--- src/rtl/lock_sequencer.sv ---
// lock_sequencer: attempt controller for the digital lock.
// Arbitrates one-cycle button pulses, assembles a CODE_LEN-digit entry,
// compares it against SECRET and sequences the OPEN / failed-attempt phases.
// Optional feature macro: LOCK_LOCKOUT_EN builds the LOCKOUT phase and its
// timer; without it a mismatch always returns to IDLE and locked_out is 0.
module lock_sequencer #(
    parameter int unsigned            CODE_LEN       = 4,
    parameter logic [2*CODE_LEN-1:0]  SECRET         = 8'b00_01_10_11,
    parameter int unsigned            TIMEOUT_CYCLES = 50_000_000,
    parameter int unsigned            OPEN_CYCLES    = 30_000_000,
    parameter int unsigned            LOCKOUT_CYCLES = 100_000_000,
    parameter int unsigned            MAX_FAILS      = 3
) (
    input  logic                              clk,
    input  logic                              rst_n,
    input  logic [3:0]                        button,
    output logic                              unlocked,
    output logic                              locked_out,
    output logic                              collision,
    output logic [2:0]                        state,
    output logic [$clog2(CODE_LEN+1)-1:0]     digit_cnt,
    output logic [$clog2(MAX_FAILS+1)-1:0]    fail_cnt
);

    localparam int unsigned DCW  = $clog2(CODE_LEN + 1);
    localparam int unsigned FCW  = $clog2(MAX_FAILS + 1);
    localparam int unsigned EW   = 2 * CODE_LEN;
    // One timer is shared by the entry, open and lockout phases.
    localparam int unsigned T_AB = (TIMEOUT_CYCLES > OPEN_CYCLES) ? TIMEOUT_CYCLES : OPEN_CYCLES;
    localparam int unsigned TMAX = (T_AB > LOCKOUT_CYCLES) ? T_AB : LOCKOUT_CYCLES;
    localparam int unsigned TW   = $clog2(TMAX);

    typedef enum logic [2:0] {
        S_IDLE    = 3'd0,
        S_ENTRY   = 3'd1,
        S_CHECK   = 3'd2,
        S_OPEN    = 3'd3,
        S_LOCKOUT = 3'd4
    } state_e;

    state_e          state_q, state_d;
    logic [DCW-1:0]  digit_cnt_q, digit_cnt_d;
    logic [FCW-1:0]  fail_cnt_q, fail_cnt_d;
    logic [EW-1:0]   entry_q, entry_d;
    logic [TW-1:0]   timer_q, timer_d;
    logic            unlocked_q, unlocked_d;
    logic            collision_q, collision_d;

    logic            btn_valid;
    logic [1:0]      digit;
    logic [DCW-1:0]  cnt_inc;
    logic [FCW-1:0]  fail_inc;
    logic            timer_zero;

    // Lowest-index press wins; the saturating fail increment is shared by both builds.
    always_comb begin
        btn_valid  = |button;
        digit      = 2'd3;
        if (button[0])      digit = 2'd0;
        else if (button[1]) digit = 2'd1;
        else if (button[2]) digit = 2'd2;
        cnt_inc    = digit_cnt_q + DCW'(1);
        fail_inc   = (fail_cnt_q == FCW'(MAX_FAILS)) ? fail_cnt_q : fail_cnt_q + FCW'(1);
        timer_zero = (timer_q == '0);
    end

    // Next-state and next-output logic.
    always_comb begin
        state_d     = state_q;
        digit_cnt_d = digit_cnt_q;
        fail_cnt_d  = fail_cnt_q;
        entry_d     = entry_q;
        timer_d     = timer_q;
        collision_d = |(button & (button - 4'd1));

        case (state_q)
            S_IDLE, S_ENTRY: begin
                if (btn_valid) begin
                    // digit_cnt is 0 in IDLE, so the same increment serves both states
                    entry_d     = EW'({entry_q, digit});
                    digit_cnt_d = cnt_inc;
                    timer_d     = TW'(TIMEOUT_CYCLES - 1);
                    state_d     = (cnt_inc == DCW'(CODE_LEN)) ? S_CHECK : S_ENTRY;
                end else if (state_q == S_ENTRY) begin
                    if (timer_zero) begin
                        // idle timeout abandons the attempt without counting a failure
                        state_d     = S_IDLE;
                        digit_cnt_d = '0;
                    end else begin
                        timer_d = timer_q - TW'(1);
                    end
                end
            end
            S_CHECK: begin
                digit_cnt_d = '0;
                if (entry_q == SECRET) begin
                    state_d    = S_OPEN;
                    fail_cnt_d = '0;
                    timer_d    = TW'(OPEN_CYCLES - 1);
                end else begin
                    fail_cnt_d = fail_inc;
`ifdef LOCK_LOCKOUT_EN
                    if (fail_inc == FCW'(MAX_FAILS)) begin
                        state_d = S_LOCKOUT;
                        timer_d = TW'(LOCKOUT_CYCLES - 1);
                    end else begin
                        state_d = S_IDLE;
                    end
`else
                    state_d = S_IDLE;
`endif
                end
            end
            S_OPEN: begin
                if (timer_zero) state_d = S_IDLE;
                else            timer_d = timer_q - TW'(1);
            end
`ifdef LOCK_LOCKOUT_EN
            S_LOCKOUT: begin
                if (timer_zero) begin
                    state_d    = S_IDLE;
                    fail_cnt_d = '0;
                end else begin
                    timer_d = timer_q - TW'(1);
                end
            end
`endif
            default: state_d = S_IDLE;
        endcase

        unlocked_d = (state_d == S_OPEN);
    end

    // State, counters, entry shift register and timer.
    always_ff @(posedge clk or negedge rst_n) begin
        if (!rst_n) begin
            state_q     <= S_IDLE;
            digit_cnt_q <= '0;
            fail_cnt_q  <= '0;
            entry_q     <= '0;
            timer_q     <= '0;
            unlocked_q  <= 1'b0;
            collision_q <= 1'b0;
        end else begin
            state_q     <= state_d;
            digit_cnt_q <= digit_cnt_d;
            fail_cnt_q  <= fail_cnt_d;
            entry_q     <= entry_d;
            timer_q     <= timer_d;
            unlocked_q  <= unlocked_d;
            collision_q <= collision_d;
        end
    end

`ifdef LOCK_LOCKOUT_EN
    logic locked_out_q;

    // Lockout indicator tracks the LOCKOUT state one-for-one.
    always_ff @(posedge clk or negedge rst_n) begin
        if (!rst_n) locked_out_q <= 1'b0;
        else        locked_out_q <= (state_d == S_LOCKOUT);
    end

    assign locked_out = locked_out_q;
`else
    assign locked_out = 1'b0;
`endif

    assign state     = state_q;
    assign digit_cnt = digit_cnt_q;
    assign fail_cnt  = fail_cnt_q;
    assign unlocked  = unlocked_q;
    assign collision = collision_q;

endmodule

--- config.mk ---
export PLATFORM = sky130hd
export DESIGN_NAME = lock_sequencer
export DESIGN_NICKNAME = d
export VERILOG_FILES = /design/src/rtl/lock_sequencer.sv
export SDC_FILE = /design/constraint.sdc
export NUM_CORES = 1
export LEC_CHECK = 0
export ABC_AREA = 1
export CELL_PAD_IN_SITES_DETAIL_PLACEMENT = 1
export CELL_PAD_IN_SITES_GLOBAL_PLACEMENT = 1
export CORE_UTILIZATION = 44
export DETAILED_ROUTE_END_ITERATION = 10
export PLACE_DENSITY = 0.88
export SLEW_MARGIN = 30
export SYNTH_ARGS = -nofsm -noshare
export SYNTH_HDL_FRONTEND = slang
export SYNTH_SLANG_ARGS = --single-unit
export TNS_END_PERCENT = 100
--- constraint.sdc ---
create_clock -name clk -period 2.1 [get_ports clk]
set_input_delay 0.315 -clock clk [delete_from_list [all_inputs] [get_ports clk]]
set_output_delay 0.315 -clock clk [all_outputs]
set_load 0.1 [all_outputs]
==> run metrics, run 1 <==
final setup margin=0.1866 ns; CP endpoint kind=flop; layout cells sized above 1=16.82%; DP Wirelength=6253 um; minimum clock period=1.913 ns; sequential group share of total power=39.5%; outcome=complete, no violations; Synth-to-Final Area Change=12.66%; Leak=0.001638 uW; initial antenna violation count=0; gpl congestion=0.8672; Switching Share=42.46%; area leader, netlist=dfrtp_1; I/O Buffers=15; CTS tree=done; Synth Flop Type=dfrtp_1; top cells by count, synth=nand2_1 (103), inv_1 (50), nor2_1 (49); mean routed wirelength per cell=16.46 um; Relative slew margins=60.91%; Worst path top cell family by delay=simple AND/OR/NAND/NOR gates; Crit path required time=2.30 ns; die area=6865 um^2; slowest stage delay, CP=0.40 ns; endpoints failing hold=0; CTS buffer count=5; first-pass iteration count of the detailed router=4; vias post-DR=2,790; clock group share of total power=25.1%; Reg-to-Reg Start=timer_q[0]$_DFFE_PN0P_; Internal=1616 uW; critical path type=flop to flop; library cells used by synthesis=35; crit path cell chain=inv_1 > ha_1 > nand2_1 > inv_2 > nand4_1 > nor2_2 > a21oi_1 > o21ai_0; Max VDD drop=0.9985 mV; Worst Path Max Fanout=5; Mapped Cells=401; critical path buffer and inverter count=2; yosys warns=0; clk buf depth=2; GR Util All Layers=25.77%; pre-CTS setup slack=0.004712 ns; Gate power share=35.5%; Hold Crit Class=primary input to asynchronous set/reset pin; most frequent cell after synthesis=nand2_1; Residual DRC=0; Setup Buffers After CTS=0; Post-synth EDFFs=0; num rows=29; Post-Synthesis Cell Area=2877 um^2; slowest CP cell=dfrtp_1; critical path arrival=2.11 ns; Net Switching=1192 uW; Setup Viol. Count Final=0; Async S/R FF share, synth=100.0%; flops & latches, synth=45; fmax=0.5226 GHz; Synth top area share=39.15%; cts hold-fix bufs=0; Area contributors post-synth=dfrtp_1 (39%), nand2_1 (13%), inv_1 (6.5%), nand3_1 (6.4%), nor2_1 (6.4%); die span in y=82.86 um; clock sink count=45; Root Buffer=clkbuf_8; Iter 0 DRT Violations=159; Starting Density=45.56%; post-CTS sizing=0; Worst Skew=0.007296 ns; clock transition at the registers of the reported paths=0.09 ns; Worst-Margin Slew=0.5864 ns; Top Ports=17; max-cap violations=0; setup_tns=0 ns; Nets=437; Seq/Total Area, Yosys=39.15%; die width=82.86 um; crit path launch type=flop; vias in the first global route=2,928; Vias/cell=5.525; RSZ-0062 raised after global routing=no; pins over their slew limit=0; Core Area=6314 um^2; Clk Latency, worst-skew pair=0.31 ns; Pwr Density=866.5 nW/um^2; fin crit share=91.11%; Final ANT Viol Nets=0; Antenna diodes=0; GRT overflow=0; final WL=8314 um; H-tree depth=2; Design Power=2808 uW; Syn Area/Cell=7.173 um^2; first-pass GRT wire length=14,190 um; Fillers=831; largest net degree at the start of global routing=46; reg-to-reg setup timing slack=0.19 ns; Crit. Startpoint=timer_q[0]$_DFFE_PN0P_
worst reg2reg max path, delay by kind of cell (launching register included):
family                   cells  cell delay (ns)
AND/OR/NAND/NOR              3             0.60
flip-flops                   1             0.40
buffers and inverters        2             0.25
AO/OA/AOI/OAI                2             0.38
adder cells (fa/ha/maj)      1             0.20
flip-flops by register name, summed over array words and instances (netlist names):
register and count:
collision 1, digit_cnt 3, entry_q 8, fail_cnt 2
state 3, timer_q 27, unlocked 1
stage by stage:
stage                     cells  area [um^2]  hold slack, ns  util (%)
final                       505         3241         0.08807     51.33
after CTS                   505         3241          0.1118     51.33
after floorplan             402         2882         0.01941         -
after global placement      497         3120          0.4402     49.43
after detailed placement    497         3120          0.4425     49.43
after global routing        505         3241          0.1561     51.33
final cells by class:
cell class / count / area, um^2 / area share (%)
repair buffers: 21 / 165.2 / 5.097
well taps: 77 / 96.34 / 2.973
flip-flops and latches: 45 / 1127 / 34.79
clock inverters: 2 / 37.54 / 1.158
inverters: 57 / 217.7 / 6.718
clock buffers: 6 / 82.58 / 2.548
multi-input cells: 297 / 1514 / 46.72
final timing paths:
path | to | depth (start not counted)
min in group clk | entry_q[7]$_DFFE_PN0P_ | 2
hold / removal | timer_q[6]$_DFFE_PN0P_ | 2
hold reg to reg | entry_q[7]$_DFFE_PN0P_ | 2
max in group asynchronous | state[2]$_DFF_PN0_ | 2
setup / recovery | timer_q[26]$_DFFE_PN0P_ | 8
setup reg to reg | timer_q[26]$_DFFE_PN0P_ | 8
kinds of logic (layout without fill, tap and decap cells):
group	count (synthesis)	after routing	share of synthesized area, %
xor gates and xnor gates	4	4	1.218
adders and majority gates	4	4	1.740
other	1	2	0.1304
AOI/OAI and AO/OA	37	37	7.177
buffers and inverters	60	86	8.351
DFF	45	45	39.15
and+or+nand+nor	250	250	42.24
layout by cell type, fill, tap and decap left out, drive strengths merged:
cell | Yosys | final
o21bai | 1 | 1
o21ai | 22 | 22
nand2 | 116 | 116
nor3 | 5 | 5
xor2 | 4 | 4
o2111ai | 1 | 1
clkinvlp | 0 | 1
a22oi | 1 | 1
or2 | 2 | 2
buf | 3 | 17
ha | 4 | 4
nor2 | 69 | 69
clkinv | 2 | 2
dfrtp | 45 | 45
bufinv | 0 | 1
a21oi | 10 | 10
o211ai | 1 | 1
conb | 1 | 2
nand3 | 41 | 41
nand4 | 14 | 14
clkbuf | 0 | 6
inv | 55 | 55
and2 | 1 | 1
o31ai | 1 | 1
nor4 | 2 | 2
clkdlybuf4s50 | 0 | 4
routing by layer:
| metal | global-route usage [%] | vias up | wire [um] |
|---|---|---|---|
| li1 | - | 1332 | - |
| met4 | 8.307 | 0 | 116 |
| met5 | 0 | - | 0 |
| met3 | 3.380 | 11 | 370 |
| met2 | 44.19 | 53 | 4093 |
| met1 | 33.74 | 1394 | 3734 |
power by group through the flow:
stage	clock network, uW	logic, uW	registers (uW)
finish	704	996	1110
global route	738	1070	1120
CTS	715	999	1110
detailed placement	0	982	1120
global placement	0	942	1110
floorplan	0	366	1470
Note: power is estimated with default switching activity, not from simulation.
==> run 2: changes to the inputs <==
--- a/config.mk
+++ b/config.mk
@@ -8,6 +8,8 @@
 export ABC_AREA = 1
 export CELL_PAD_IN_SITES_DETAIL_PLACEMENT = 1
 export CELL_PAD_IN_SITES_GLOBAL_PLACEMENT = 1
+export CORE_ASPECT_RATIO = 0.7
+export CORE_MARGIN = 5
 export CORE_UTILIZATION = 44
 export DETAILED_ROUTE_END_ITERATION = 10
 export PLACE_DENSITY = 0.88
==> run 2 against run 1 <==
Power decreased by 5.4%. Combinational power decreased by 2%. Die area increased by 21%. Clock skew increased by 0.0046 ns. Clock-buffer cell count decreased by 1. Non-clock buffer count increased by 1. Maximum frequency increased by 1.1%. Utilization about the same. Clock power decreased by 19%. Critical path depth increased by 1. Register-to-register slack improved by 0.02 ns. Via count decreased by 1.8%. Critical path type unchanged.
==> run metrics, run 2 (synthesis results as in run 1) <==
outcome=complete, no violations; Hold Crit Class=primary input to asynchronous set/reset pin; clock transition at the registers of the reported paths=0.09 ns; Final ANT Viol Nets=0; most common cell after layout, fill and taps aside=nand2_1; vias in the first global route=2,801; die span in y=77.65 um; Root Buffer=clkbuf_8; Starting Density=45.83%; minimum clock period=1.893 ns; CTS buffer count=5; RSZ-0062 raised after global routing=no; setup_tns=0 ns; gpl congestion=0.9246; Crit. Startpoint=timer_q[0]$_DFFE_PN0P_; layout cells sized above 1=17.02%; Leak=0.001628 uW; num rows=24; Residual DRC=0; met2 usage=32.47%; Design Power=2657 uW; die area=8281 um^2; Setup Viol. Count Final=0; grt met3 use=3.814%; max-cap violations=0; Top reg by flops=timer_q; Vias/cell=5.404; Worst Path Max Fanout=5; die width=106.6 um; fmax=0.5281 GHz; Crit path required time=2.28 ns; worst r2r dst=timer_q[18]$_DFFE_PN0P_; initial antenna violation count=0; Fillers=826; I/O Buffers=15; DP Wirelength=6641 um; max FFs per register=27; Clk Latency, worst-skew pair=0.31 ns; busiest grt layer=met2; Top Ports=17; critical path arrival=2.08 ns; Largest regs=timer_q (27), entry_q (8); Setup Buffers After CTS=0; critical path type=flop to flop; Nets=438; R2R cell count=9; cts hold-fix bufs=0; Reg-to-Reg Start=timer_q[0]$_DFFE_PN0P_; crit path launch type=flop; first-pass iteration count of the detailed router=4; H-tree depth=2; CTS tree=done; most frequent cells in the layout=nand2_1 (103), inv_1 (50), nor2_1 (49), dfrtp_1 (44), nand3_1 (37); clk buf depth=2; Core Area=6276 um^2; Synth-to-Final Area Change=11.92%; mean routed wirelength per cell=16.57 um; CP endpoint kind=flop; reg-to-reg setup timing slack=0.21 ns; Relative slew margins=53.49%; Pwr Density=825.2 nW/um^2; Antenna diodes=0; GR Util All Layers=21.53%; post-CTS sizing=0; endpoints failing hold=0; first-pass GRT wire length=14,080 um; Worst Skew=0.01187 ns; pins over their slew limit=0; largest net degree at the start of global routing=30; vias post-DR=2,740; clock sink count=45; Max VDD drop=0.8644 mV; Worst-Margin Slew=0.6977 ns; met1 Use GR=32.47%; Worst setup endpoint=timer_q[18]$_DFFE_PN0P_; GRT overflow=0; Iter 0 DRT Violations=177; final WL=8399 um; fin crit share=90.17%
run 2: area by class of cell:
| class | instances | area [um^2] | share of cell area (%) |
|---|---|---|---|
| inverter | 57 | 217.7 | 6.763 |
| multi-input combinational | 297 | 1514 | 47.03 |
| tap | 78 | 97.59 | 3.031 |
| clock inverter | 3 | 21.27 | 0.6607 |
| sequential | 45 | 1127 | 35.02 |
| clock buffer | 5 | 68.82 | 2.138 |
| timing repair buffer | 22 | 172.7 | 5.363 |
run 2: report_power, final:
| group | switching [uW] | internal (uW) |
|---|---|---|
| Combinational | 742 | 238 |
| Clock | 335 | 237 |
| Sequential | 116 | 990 |
run 2: stage by stage:
stage	area, um^2	hold slack [ns]	instances	utilization [%]	setup WS (ns)
2_1_floorplan	2882	0.01941	402	-	0.01836
3_3_place_gp	3129	0.3947	499	49.86	0.1157
3_5_place_dp	3129	0.4046	499	49.86	0.002799
4_1_cts	3219	0.06732	507	51.30	0.2068
5_1_grt	3219	0.09627	507	51.30	0.03636
6_report	3219	0.04144	507	51.30	0.2065
run 2: worst min path at each step:
| stage | end | from | slack, ns | cells past startpoint |
|---|---|---|---|---|
| after CTS | timer_q[26]$_DFFE_PN0P_ | rst_n | 0.07 | 1 |
| final | digit_cnt[1]$_DFFE_PN0P_ | rst_n | 0.04 | 1 |
| after global placement | digit_cnt[1]$_DFFE_PN0P_ | rst_n | 0.39 | 1 |
| after floorplan | collision$_DFF_PN0_ | rst_n | 0.02 | 0 |
| after global routing | collision$_DFF_PN0_ | rst_n | 0.1 | 1 |
| after detailed placement | digit_cnt[1]$_DFFE_PN0P_ | rst_n | 0.40 | 1 |
run 2: routing by layer:
metal  part of all wire (%)  up-vias
li1                       -     1330
met1                     51     1347
met2                     42       53
met3                    6.2       10
met4                   0.81        0
met5                      0        -
run 2: worst max-delay path: stages, from the launching register on:
cell and delay (ns):
dfrtp_1 0.39, inv_1 0.11, ha_1 0.20, nand2_1 0.14
inv_2 0.08, nand4_1 0.18, nor2_2 0.29, inv_2 0.07
nor3_1 0.23, nor2_1 0.09
